<file path="src/rtl/rgb_pwm_driver_if.sv">
// rtl/rgb_pwm_driver_if.sv - duty write port into the rgb_pwm_driver shadow bank
//
// Ports (signals):
//   wr_valid  master->slave  duty write request
//   wr_ready  slave->master  driver can accept a write (low while a frame awaits commit)
//   wr_chan   master->slave  channel index
//   wr_duty   master->slave  duty value for wr_chan
//   wr_last   master->slave  write closes a frame; request commit
interface rgb_pwm_driver_if #(
  parameter int DUTY_W = 8
);
  logic              wr_valid;
  logic              wr_ready;
  logic [3:0]        wr_chan;
  logic [DUTY_W-1:0] wr_duty;
  logic              wr_last;

  modport master (
    output wr_valid, wr_chan, wr_duty, wr_last,
    input  wr_ready
  );

  modport slave (
    input  wr_valid, wr_chan, wr_duty, wr_last,
    output wr_ready
  );
endinterface

</file>
<file path="src/rtl/rgb_pwm_driver.sv">
// rtl/rgb_pwm_driver.sv - per-channel 8-bit PWM driver for the active-low RGB LED pins
//
// Duty writes land in a shadow bank; a frame closed with wr_last is copied to the
// active bank only at a PWM period boundary, so a frame never tears mid-period.
// Optional macro RGB_PWM_PHASE_STAGGER_EN: offsets each channel's compare phase by
// i*floor(2^DUTY_W/CHANNELS) ticks to spread turn-on edges across the period.
//
// Ports:
//   clk100        in   system clock
//   rst_n         in   asynchronous active-low reset
//   wr            slave modport of rgb_pwm_driver_if (valid/ready duty writes)
//   pending       out  committed frame waiting for a period boundary
//   period_start  out  one-cycle pulse in the first cycle with pwm_cnt == 0
//   leds_n        out  active-low PWM outputs, bit i drives channel i
module rgb_pwm_driver #(
  parameter int CHANNELS = 12,
  parameter int DUTY_W   = 8,
  parameter int PRESCALE = 390
) (
  input  logic                clk100,
  input  logic                rst_n,
  rgb_pwm_driver_if.slave     wr,
  output logic                pending,
  output logic                period_start,
  output logic [CHANNELS-1:0] leds_n
);

  localparam int                PS_W     = (PRESCALE > 1) ? $clog2(PRESCALE) : 1;
  localparam logic [PS_W-1:0]   PS_LAST  = PS_W'(PRESCALE - 1);
  localparam logic [DUTY_W-1:0] CNT_LAST = '1;
`ifdef RGB_PWM_PHASE_STAGGER_EN
  localparam int                STAGGER  = (1 << DUTY_W) / CHANNELS;
`endif

  logic [PS_W-1:0]   ps_cnt;
  logic [DUTY_W-1:0] pwm_cnt;
  logic [DUTY_W-1:0] shadow [CHANNELS];
  logic [DUTY_W-1:0] active [CHANNELS];
  logic [DUTY_W-1:0] cmp_cnt [CHANNELS];
  logic              tick;
  logic              boundary;
  logic              accept;

  assign tick        = (ps_cnt == PS_LAST);
  assign boundary    = tick && (pwm_cnt == CNT_LAST);
  // While a frame waits for its boundary the shadow bank is frozen.
  assign wr.wr_ready = ~pending;
  assign accept      = wr.wr_valid && !pending;

  always_comb begin
    for (int i = 0; i < CHANNELS; i++) begin
`ifdef RGB_PWM_PHASE_STAGGER_EN
      // Modulo-2^DUTY_W wrap of the addition gives the phase rotation for free.
      cmp_cnt[i] = pwm_cnt + DUTY_W'(i * STAGGER);
`else
      cmp_cnt[i] = pwm_cnt;
`endif
    end
  end

  always_ff @(posedge clk100 or negedge rst_n) begin
    if (!rst_n) begin
      ps_cnt       <= '0;
      pwm_cnt      <= '0;
      period_start <= 1'b0;
      pending      <= 1'b0;
      leds_n       <= '1;
      for (int i = 0; i < CHANNELS; i++) begin
        shadow[i] <= '0;
        active[i] <= '0;
      end
    end else begin
      ps_cnt <= tick ? '0 : ps_cnt + 1'b1;
      if (tick) begin
        pwm_cnt <= pwm_cnt + 1'b1;
      end
      period_start <= boundary;

      // Compare against the current active bank; a commit on this same edge is
      // seen one cycle later, i.e. from pwm_cnt == 0 of the new period.
      for (int i = 0; i < CHANNELS; i++) begin
        leds_n[i] <= ~(active[i] > cmp_cnt[i]);
      end

      // Out-of-range channels match no shadow slot but still honour wr_last.
      if (accept) begin
        for (int i = 0; i < CHANNELS; i++) begin
          if (int'(wr.wr_chan) == i) begin
            shadow[i] <= wr.wr_duty;
          end
        end
        if (wr.wr_last) begin
          pending <= 1'b1;
        end
      end

      // accept needs pending == 0, so it never coincides with a commit; a frame
      // accepted on a boundary cycle waits for the next one.
      if (boundary && pending) begin
        for (int i = 0; i < CHANNELS; i++) begin
          active[i] <= shadow[i];
        end
        pending <= 1'b0;
      end
    end
  end

endmodule

</file>
<file path="src/flat_wrapper.sv">
// flat-port wrapper written by rule: the top's interface ports become plain ports
module rgb_pwm_driver_flat 
#(
  parameter int CHANNELS = 12,
  parameter int DUTY_W   = 8,
  parameter int PRESCALE = 390
)
  (clk100, rst_n, pending, period_start, leds_n, wr_wr_valid, wr_wr_chan, wr_wr_duty, wr_wr_last, wr_wr_ready);
  rgb_pwm_driver_if #(.DUTY_W(DUTY_W)) wr_i ();
  input  logic clk100;
  input  logic rst_n;
  output logic pending;
  output logic period_start;
  output logic [CHANNELS-1:0] leds_n;
  input wire logic [$bits(wr_i.wr_valid)-1:0] wr_wr_valid;
  input wire logic [$bits(wr_i.wr_chan)-1:0] wr_wr_chan;
  input wire logic [$bits(wr_i.wr_duty)-1:0] wr_wr_duty;
  input wire logic [$bits(wr_i.wr_last)-1:0] wr_wr_last;
  output wire logic [$bits(wr_i.wr_ready)-1:0] wr_wr_ready;
  assign wr_i.wr_valid = wr_wr_valid;
  assign wr_i.wr_chan = wr_wr_chan;
  assign wr_i.wr_duty = wr_wr_duty;
  assign wr_i.wr_last = wr_wr_last;
  assign wr_wr_ready = wr_i.wr_ready;
  rgb_pwm_driver #(.CHANNELS(CHANNELS), .DUTY_W(DUTY_W), .PRESCALE(PRESCALE)) u_core (.clk100(clk100), .rst_n(rst_n), .wr(wr_i), .pending(pending), .period_start(period_start), .leds_n(leds_n));
endmodule
</file>
<file path="config.mk">
export PLATFORM = sky130hd
export DESIGN_NAME = rgb_pwm_driver_flat
export DESIGN_NICKNAME = d
export VERILOG_FILES = /design/src/rtl/rgb_pwm_driver_if.sv /design/src/rtl/rgb_pwm_driver.sv /design/src/flat_wrapper.sv
export SDC_FILE = /design/constraint.sdc
export NUM_CORES = 1
export LEC_CHECK = 0
export ABC_CLOCK_PERIOD_IN_PS = 3000
export CORE_ASPECT_RATIO = 1.5
export CORE_MARGIN = 8
export CORE_UTILIZATION = 45
export DETAILED_ROUTE_END_ITERATION = 8
export PLACE_DENSITY = 0.67
export RECOVER_POWER = 100
export SYNTH_ARGS = -nofsm -noshare
export SYNTH_HDL_FRONTEND = slang
export SYNTH_SLANG_ARGS = --single-unit
</file>
<file path="constraint.sdc">
create_clock -name clk100 -period 3 [get_ports clk100]
set_input_delay 0.3 -clock clk100 [delete_from_list [all_inputs] [get_ports clk100]]
set_output_delay 0.3 -clock clk100 [all_outputs]
set_load 0.01 [all_outputs]
</file>
==> impl_metrics.toml, run 1 <==
[timing]
layout_min_cycle_time_ps = 2520
whs_ps = 420
fin_ws_ps = 477
final-hold-violation-count = 0
worst_slew_pin_slew_ps = 1660
final-setup-viol-count = 0
fin_skew_ps = 12.5
relSlewSlack = -0.107
finalCritPeriodShare = 0.841
final_max_slew_viol_count = 66
setup_tns_ps = 0
grt_setup_unrepaired = "false"
fmax_mhz = 396

[cells_and_area]
n_antenna_cell = 0
finalNetCount = 922
drive_above_1_share = 0.228
syn2layout_area_growth_pct = 10.6
nFillCells = 2097

[worst_setup_path]
cp_top_family = "simple AND/OR/NAND/NOR gates"
slowest_delay_ps = 760
cpMaxStageDelayCell = "or4_4"
cp_num_cells = 5
critical_path_class = "register to register"
critical_path_arrival_ps = 2900
worstPathCellList = "nor4b_4 -> nand2_1 -> or4_4 -> buf_4 -> mux2_1"
cp_max_fo = 18
required_ps = 3380
worst-path-buf-inv = 1
worst_setup_path_start_kind = "register"
endpoint_kind = "register"
ff2ff_path_depth = 5

[clock_tree]
cts-buffers-inserted = 22
cts.sinks = 223
clockRootBuffer = "clkbuf_16"
htreeDepth = 1
cts_buffer_depth = 3
cts_resized = 0
cts_tree = "built"
clkTransAtPathRegs_ps = 60
holdBufCountCts = 1
clock_latency_ps = 500
cts_setup_buffers = 0

[run]
maxCapViolCount = 1

[yosys]
syn_area_um2 = 10700
yosysMostFrequentCell = "dfrtp_1"
ys_ff_latch = 223
syn_area_per_cell_um2 = 13.9
yosys.area.top_type = "dfrtp_1"
yosysSeqAreaShare = 0.525
netlist.area_leader.share = 0.495
synth_area_leaders = "dfrtp_1 (50%), mux2_2 (14%), ha_1 (12%), mux2_4 (8.4%), dfstp_2 (3.0%)"
ys_warn_count = 0
synthFlopType = "dfrtp_1"
synth_cell_types = 36
synth_fp_nets = 881
synth_edf_count = 0
synth-async-reset-ratio = 1.00
syn_inst = 766
synth_common_cells = "dfrtp_1 (211), mux2_2 (132), ha_1 (99)"

[global_route]
grt_pass1_wl_um = 36000
grt_pass1_vias = 6669
grt_use_total = 0.159
grt_start_max_net_pins = 79
antenna_found_initial = 0
grt_overflow = 0

[placement]
globalplace.congestion = 0.780
hpwl_um = 14400
port_buffers = 30
dp_slack_ps = 484

[floorplan]
fp.dieW_um = 142
ios = 31
die_h_um = 205
start_util = 0.454
core-area_um2 = 23500
die_area_um2 = 29000
rows = 69

[pwr]
vdd_ir_drop_max_v = 0.000350
finalPower_mw = 5.93
p_leak_nw = 5.87
powerDensity_nw_per_um2 = 502

[drt]
drc = 0
num_vias = 6170
vias_per_cell = 5.40
totalWireLength_um = 22100
drtIter0Drc = 293
ant_nets = 0
firstDrtPassIters = 4
wl_per_cell_um = 19.4

[status]
status = "complete, but fails checks"
violations = "max-capacitance violations, max-slew violations"

[min_path]
whs_path_depth = 3
hold_class = "input pin to register"
## sequential cells by signal, indices dropped and copies added, names as in the netlist
name                 cells
u_core.leds_n           12
u_core.ps_cnt            9
u_core.shadow           96
u_core.period_start      1
u_core.pwm_cnt           8
u_core.pending           1
u_core.active           96
## layout make-up
class                   instances  area (um^2)  area share
clock buffers                  38          682      0.0578
multi-input cells             495         4600       0.390
clock inverters                 2         12.5     0.00106
inverters                      21         78.8     0.00668
repair buffers                 44          423      0.0359
well taps                     319          399      0.0338
flip-flops and latches        223         5600       0.474
## where the power goes
part	leakage (nW)	switching (mW)	internal (mW)	total, mW
clock	0.335	1.11	1.54	2.65
combinational	2.50	0.115	0.0671	0.182
sequential	3.03	0.0269	3.07	3.10
total	5.87	1.25	4.67	5.93
## layout by cell type, fill, tap and decap left out, drive strengths merged, types with 15 or more instances in the layout
| cell type | netlist | final |
|---|---|---|
| a21oi | 49 | 49 |
| clkbuf | 15 | 44 |
| dfrtp | 211 | 211 |
| dlygate4sd3 | 0 | 17 |
| ha | 99 | 99 |
| inv | 21 | 21 |
| mux2 | 192 | 192 |
| nand2 | 23 | 23 |
| nand4 | 29 | 29 |
| nor2b | 15 | 15 |
| o21ai | 16 | 16 |
## through the flow
step | instance area [um^2] | utilization | std cells
after floorplan | 10700 | - | 766
after global placement | 11300 | 0.483 | 1101
after detailed placement | 11300 | 0.483 | 1101
after CTS | 12100 | 0.513 | 1142
after global routing | 11800 | 0.502 | 1142
final | 11800 | 0.502 | 1142
## final timing paths
kind / start / to / slack [ps]
max in group asynchronous: rst_n / u_core.active[78] / 670
min: wr_wr_last / u_core.pending / 420
min reg2reg: u_core.shadow[85] / u_core.active[85] / 470
min in group asynchronous: rst_n / u_core.shadow[26] / 770
max: u_core.ps_cnt[4] / u_core.active[93] / 480
max reg2reg: u_core.ps_cnt[4] / u_core.active[93] / 480
## kinds of logic after synthesis
group,after synthesis,share of synthesized area
buffers and inverters,48,0.0224
adders and majority gates,99,0.116
muxes,192,0.224
DFF,223,0.525
and+or+nand+nor,100,0.0546
AOI/OAI and AO/OA,91,0.0475
xor gates and xnor gates,13,0.0107
## tightest hold or removal path: cells and delay by family
kind                   cells  cell delay (ps)
AOI/OAI and AO/OA          1              140
and+or+nand+nor            1               50
buffers and inverters      1              390
## metal layers
layer,vias up,track usage,wire length (um)
met2,80,0.285,11400
met3,33,0.0226,726
li1,2881,-,-
met4,0,0.0451,470
met5,-,0,0
met1,3176,0.195,9550
No activity file was read; power rests on OpenSTA's default activity.
==> run 2: changes to the inputs <==
- ABC_CLOCK_PERIOD_IN_PS: 3000 -> 2300
- PLACE_DENSITY: 0.67 -> 0.7
- clock period: 3 -> 2.3 ns (I/O delays scaled with it)
==> run 2 against run 1 <==
  * The flow now finishes without violations
  * First-iteration DRC count grew 4.1%
  * Critical path depth grew 2
  * Count of clock-buffer cells in the layout is 9 lower
  * Power is 32% higher
  * Clock power increased by 34%
  * Combinational power increased by 35%
  * Sequential share of layout area decreased by 0.68 points
  * Routed wire length grew 1.1%
  * Highest routed layer unchanged
==> impl_metrics.toml, run 2 (same netlist as run 1, synthesis figures left out) <==
[timing]
setup_tns_ps = 0
grt_setup_unrepaired = "false"
fmax_mhz = 457
layout_min_cycle_time_ps = 2190
relSlewSlack = 0.163
finalCritPeriodShare = 0.952
final-hold-violation-count = 0
worst_slew_pin_slew_ps = 1260
fin_skew_ps = 10.3
final-setup-viol-count = 0
final_max_slew_viol_count = 0

[worst_setup_path]
worst_setup_path_start_kind = "register"
reg2reg_to = "u_core.active[58]"
cp_max_fo = 47
ff2ff_path_depth = 7
crit-reg2reg-launch = "u_core.ps_cnt[1]"
critical_path_class = "register to register"
required_ps = 2670
critical_path_arrival_ps = 2560
endpoint_kind = "register"
reg2reg_slack_ps = 110

[min_path]
hold_class = "input pin to register"
worstHoldStart = "wr_wr_last"
min_to = "u_core.pending"
whs_path_depth = 3

[floorplan]
core-area_um2 = 23500
rows = 69
start_util = 0.454
fp.dieW_um = 142
die_area_um2 = 29000
die_h_um = 205
ios = 31

[drt]
ant_nets = 0
num_vias = 6221
wl_per_cell_um = 19.3
vias_per_cell = 5.36
firstDrtPassIters = 4
drc = 0
drtIter0Drc = 305
totalWireLength_um = 22400

[clock_tree]
clkTransAtPathRegs_ps = 70
cts_resized = 0
cts-buffers-inserted = 21
cts_buffer_depth = 3
htreeDepth = 1
clock_latency_ps = 490
clockRootBuffer = "clkbuf_16"
cts_tree = "built"
cts.sinks = 223

[global_route]
grt_use_total = 0.161
grt_pass1_vias = 6584
grt_overflow = 0
grt_start_max_net_pins = 52
antenna_found_initial = 0
grt_pass1_wl_um = 36500

[pwr]
powerDensity_nw_per_um2 = 655
p_leak_nw = 5.98
finalPower_mw = 7.84
vdd_ir_drop_max_v = 0.000530

[cells_and_area]
drive_above_1_share = 0.255
syn2layout_area_growth_pct = 12.2
nFillCells = 2067
n_antenna_cell = 0
final_util = 0.510
final_common_cell = "dfrtp_1"
top_regs = "u_core.active: 96 flops, u_core.shadow: 96 flops, u_core.leds_n: 12 flops"
final_cell_mix = "dfrtp_1 (211), mux2_2 (132), ha_1 (99)"
finalNetCount = 943

[placement]
port_buffers = 30
globalplace.congestion = 0.842
hpwl_um = 14800

[run]
maxCapViolCount = 0

[status]
status = "finished, final reports clean"
## run 2: changes by cell type in the layout (fill, tap and decap cells not counted), sizes merged
cell / delta
clkinv: +4
clkinvlp: -1
buf: +16
bufinv: +3
clkbuf: -3
## run 2: critical path, cell delays in order (launching register included)
cell and delay [ps]:
dfrtp_1 390, inv_1 60, ha_1 130, and4b_1 220
nand2_1 80, or4_4 580, buf_12 220, mux2_1 350
## run 2: how the worst max path moves through the flow
stage / start / to
CTS: u_core.ps_cnt[1] / u_core.active[74]
finish: u_core.ps_cnt[1] / u_core.active[58]
floorplan: u_core.ps_cnt[4] / u_core.active[0]
global route: u_core.ps_cnt[1] / u_core.active[74]
global placement: wr_wr_valid / u_core.shadow[53]
detailed placement: wr_wr_valid / u_core.shadow[51]
## run 2: final cells by class
cell class / count / area [um^2] / share of cell area
sequential: 223 / 5600 / 0.468
tap: 319 / 399 / 0.0334
clock buffer: 29 / 586 / 0.0489
timing repair buffer: 66 / 568 / 0.0475
clock inverter: 8 / 115 / 0.00962
inverter: 21 / 78.8 / 0.00659
multi-input combinational: 495 / 4630 / 0.387
## run 2: metal layers
metal  up-vias  global-route usage  wire length (um)
li1       2939                   -                 -
met1      3153               0.202              9700
met2        92               0.279             11300
met3        37              0.0229               851
met4         0              0.0531               558
met5         -                   0                 0
## run 2: through the flow
stage	setup slack [ps]	cell area, um^2	cells	hold slack [ps]
after global placement	133	11500	1123	157
after floorplan	87.9	10700	766	-65.6
after detailed placement	111	11500	1123	160
after CTS	103	12200	1161	226
after global routing	20.4	12000	1161	468
final	111	12000	1161	415
## run 2: power by group
group          internal, mW  switching (mW)
Combinational        0.0932           0.152
Clock                  2.12            1.45
Sequential             4.00          0.0335
Total                  6.21            1.63
## run 2: timing repair
| item | 4_1_cts | 5_1_grt |
|---|---|---|
| setup endpoints to repair | 0 | 0 |
| setup buffers | 0 | 0 |
| endpoints found under the hold margin | 43 | 0 |
| hold buffers | 1 | 0 |
==> run 3: changes to the inputs <==
- CAP_MARGIN: default -> 20
==> results of run 3 <==
No change in the layout: final DEF, timing and power equal those of run 2.
==> RTL change: new RTL, flow settings as in run 3 <==
`PRESCALE` is set to 390 in 2 places; all go to 195.
--- a/src/rtl/rgb_pwm_driver.sv
+++ b/src/rtl/rgb_pwm_driver.sv
@@ -17,3 +17,3 @@
   parameter int DUTY_W   = 8,
-  parameter int PRESCALE = 390
+  parameter int PRESCALE = 195
 ) (
--- a/src/flat_wrapper.sv
+++ b/src/flat_wrapper.sv
@@ -5,3 +5,3 @@
   parameter int DUTY_W   = 8,
-  parameter int PRESCALE = 390
+  parameter int PRESCALE = 195
 )
Check against the original RTL: same outputs for any inputs over 10 cycles, from zero or initial values and one cycle with rst_n low; that may be too few to reach the edited logic, so the function may still have changed.
==> RTL change against run 3 <==
  * Setup slack improved by 0.052 ns
  * Clock power down 1%
  * Wire length increased by 0.91%
  * Die area decreased by 0.47%
  * Synthesized cell count down 0.78%
  * Largest cell class unchanged
  * Non-clock buffer count is 6 higher
  * Core utilization barely moved
  * Critical endpoint is now u_core.active[40]$_DFFE_PN0N_
  * Sequential power hardly changed
  * Sequential cell count down 1
  * Total power decreased by 0.58%
  * Area after synthesis shrank 0.52%
  * Global-route usage rose by 0.21 points
  * Cell area shrank 0.33%
==> RTL change: results (changes against run 3) <==
- Met1 GRT Util: 20.9% (+0.69 points)
- Top flop regs: u_core.active x96, u_core.shadow x96, u_core.leds_n x12
- Placed instance area: 11600 µm² (+0.31%)
- Static Leak: 5.96 nW (-0.34%)
- Worst-Margin Slew: 1.11 ns (-0.143 ns)
- Vias in the first global route: 6705 (+1.8%)
- Met2 wire len: 10.8 mm (-4.2%)
- Async S/R FF share, synth: 100% (unchanged)
- Remaining DRCs: 0 (unchanged)
- Top routing layer used: met5
- Pre-CTS WS: 0.167 ns (+0.0561 ns)
- Port bufs: 30 (unchanged)
- Skew-Pair Late Insertion Delay: roughly 0.5 ns
- Seq/Total Area, Yosys: 52.5% (about the same)
- HPWL Detailed: 15.0 mm (+1.3%)
- CTS Buf Count: 22 (+4.8%)
- Crit-path max FO: 5 (-89%)
- Fin cells: 1167 (+0.52%)
- Syn avg cell area: 14.0 µm² (+0.27%)
- Register clock-pin slew on the reported worst setup and hold paths: 0.06 ns
- Synth top area cells: dfrtp_1 50%, mux2_2 14%, ha_1 12%
- H-tree depth: 1 (unchanged)
- Status: finished clean
- Worst Path Arrival: 2.52 ns (-0.04 ns)
- Synth Net Count: 875 (-0.68%)
- RePlAce Congestion: 0.819 (-2.8%)
- Final hold violations: 0 (unchanged)
- Top post-synthesis cells by count: 210 x dfrtp_1, 132 x mux2_2, 99 x ha_1
- # resized after CTS: 0 (unchanged)
- Max VDD drop: 0.655 mV (+24%)
- Met3 usage: 2.45% (+0.17 points)
- Largest net degree at the start of global routing: 72 (+38%)
- Met3 WL: 1.02 mm (+19%)
- GRT Resource Usage Total: 16.3% (+0.21 points)
- Clk_skew: 0.0111 ns (+0.000783 ns)
- R2R cell count: 6 (-1)
- Met2 Use GR: 27.2% (-0.71 points)
- Root buffer cell: clkbuf_16
- Nets: 947 (+0.42%)
- Inst Count DP: 1126 (+0.27%)
- YS warnings: 0 (unchanged)
- Post-synth cell types: 33 (-8.3%)
- Tightest Hold Check Type: primary input to async pin
- Initial antenna violation count: 1 (+1)
- Setup violators final: 0 (unchanged)
- Starting DRT DRC Count: 325 (+6.6%)
- Clk buf depth: 3 (unchanged)
- Vias per cell: 5.41 (+0.89%)
- First-pass GRT wire length: 36.8 mm (+0.81%)
- M1 wire length: 9.99 mm (+3.0%)
- Final wirelength: 22.6 mm (+0.91%)
- Total iterations of the first detailed-routing run: 4 (unchanged)
- Share of layout cells above drive strength 1: 25.1% (-0.39 points)
-- RTL change: cell count changes in the layout (fill, tap and decap cells not counted), moves of 2 or more --
| cell | before | now |
|---|---|---|
| xor2_1 | 0 | 2 |
| nor3_1 | 1 | 4 |
| clkbuf_1 | 11 | 18 |
| buf_4 | 21 | 23 |
| o21ai_0 | 16 | 14 |
| clkbuf_16 | 21 | 23 |
| buf_6 | 0 | 2 |
| xnor2_1 | 13 | 10 |
| nor4_1 | 1 | 3 |
| nand2_1 | 23 | 20 |
| bufinv_16 | 3 | 1 |
| nand3_1 | 6 | 13 |
-- RTL change: critical path: stages (launching register included) --
cell and delay, ns:
dfrtp_1 0.41, ha_1 0.17, or4b_1 0.47, nor2_2 0.21, and3_1 0.25, clkbuf_1 0.16, mux2_2 0.35
-- RTL change: final timing paths --
check	slack, ns	endpoint	from
min	0.28	u_core.active[33]$_DFFE_PN0N_	rst_n
max	0.16	u_core.active[40]$_DFFE_PN0N_	u_core.ps_cnt[1]$_DFF_PN0_
max reg2reg	0.16	u_core.active[40]$_DFFE_PN0N_	u_core.ps_cnt[1]$_DFF_PN0_
max in group asynchronous	0.55	u_core.shadow[22]$_DFFE_PN0P_	rst_n
min reg2reg	0.48	u_core.active[68]$_DFFE_PN0N_	u_core.shadow[68]$_DFFE_PN0P_
min in group clk100	0.42	u_core.pending$_DFFE_PN0P_	wr_wr_last
-- RTL change: timing repair --
item / CTS / global route
hold endpoints to repair: 63 / 0
buffers inserted: 0 / 0
hold buffers: 1 / 0
-- RTL change: logic make-up after synthesis --
kind of cell	after synthesis	synth area share, %
AO/OA/AOI/OAI	87	4.53
XOR/XNOR	12	0.991
adder cells (fa/ha/maj)	99	11.7
buffers and inverters	45	2.18
flip-flops	222	52.5
multiplexers	193	22.6
AND/OR/NAND/NOR	102	5.51
-- RTL change: power by group --
group	internal, mW	total [mW]	switching [mW]
registers	3.98	4.02	0.0346
clock network	2.05	3.52	1.48
logic	0.0962	0.252	0.156
total	6.13	7.80	1.67
-- RTL change: final cells by class --
| class | instances | area (µm²) |
|---|---|---|
| antenna | 1 | 2.50 |
| clock buffer | 33 | 643 |
| clock inverter | 6 | 58.8 |
| fill | 2038 | 11500 |
| inverter | 21 | 78.8 |
| multi-input combinational | 493 | 4580 |
| sequential | 222 | 5570 |
| tap | 319 | 399 |
| timing repair buffer | 72 | 592 |
-- RTL change: per-stage QoR --
| stage | hold WS (ns) | power (mW) |
|---|---|---|
| floorplan | -0.0656 | 4.17 |
| global placement | 0.238 | 4.35 |
| detailed placement | 0.242 | 4.37 |
| CTS | 0.304 | 7.91 |
| global route | 0.338 | 8.07 |
| finish | 0.280 | 7.80 |
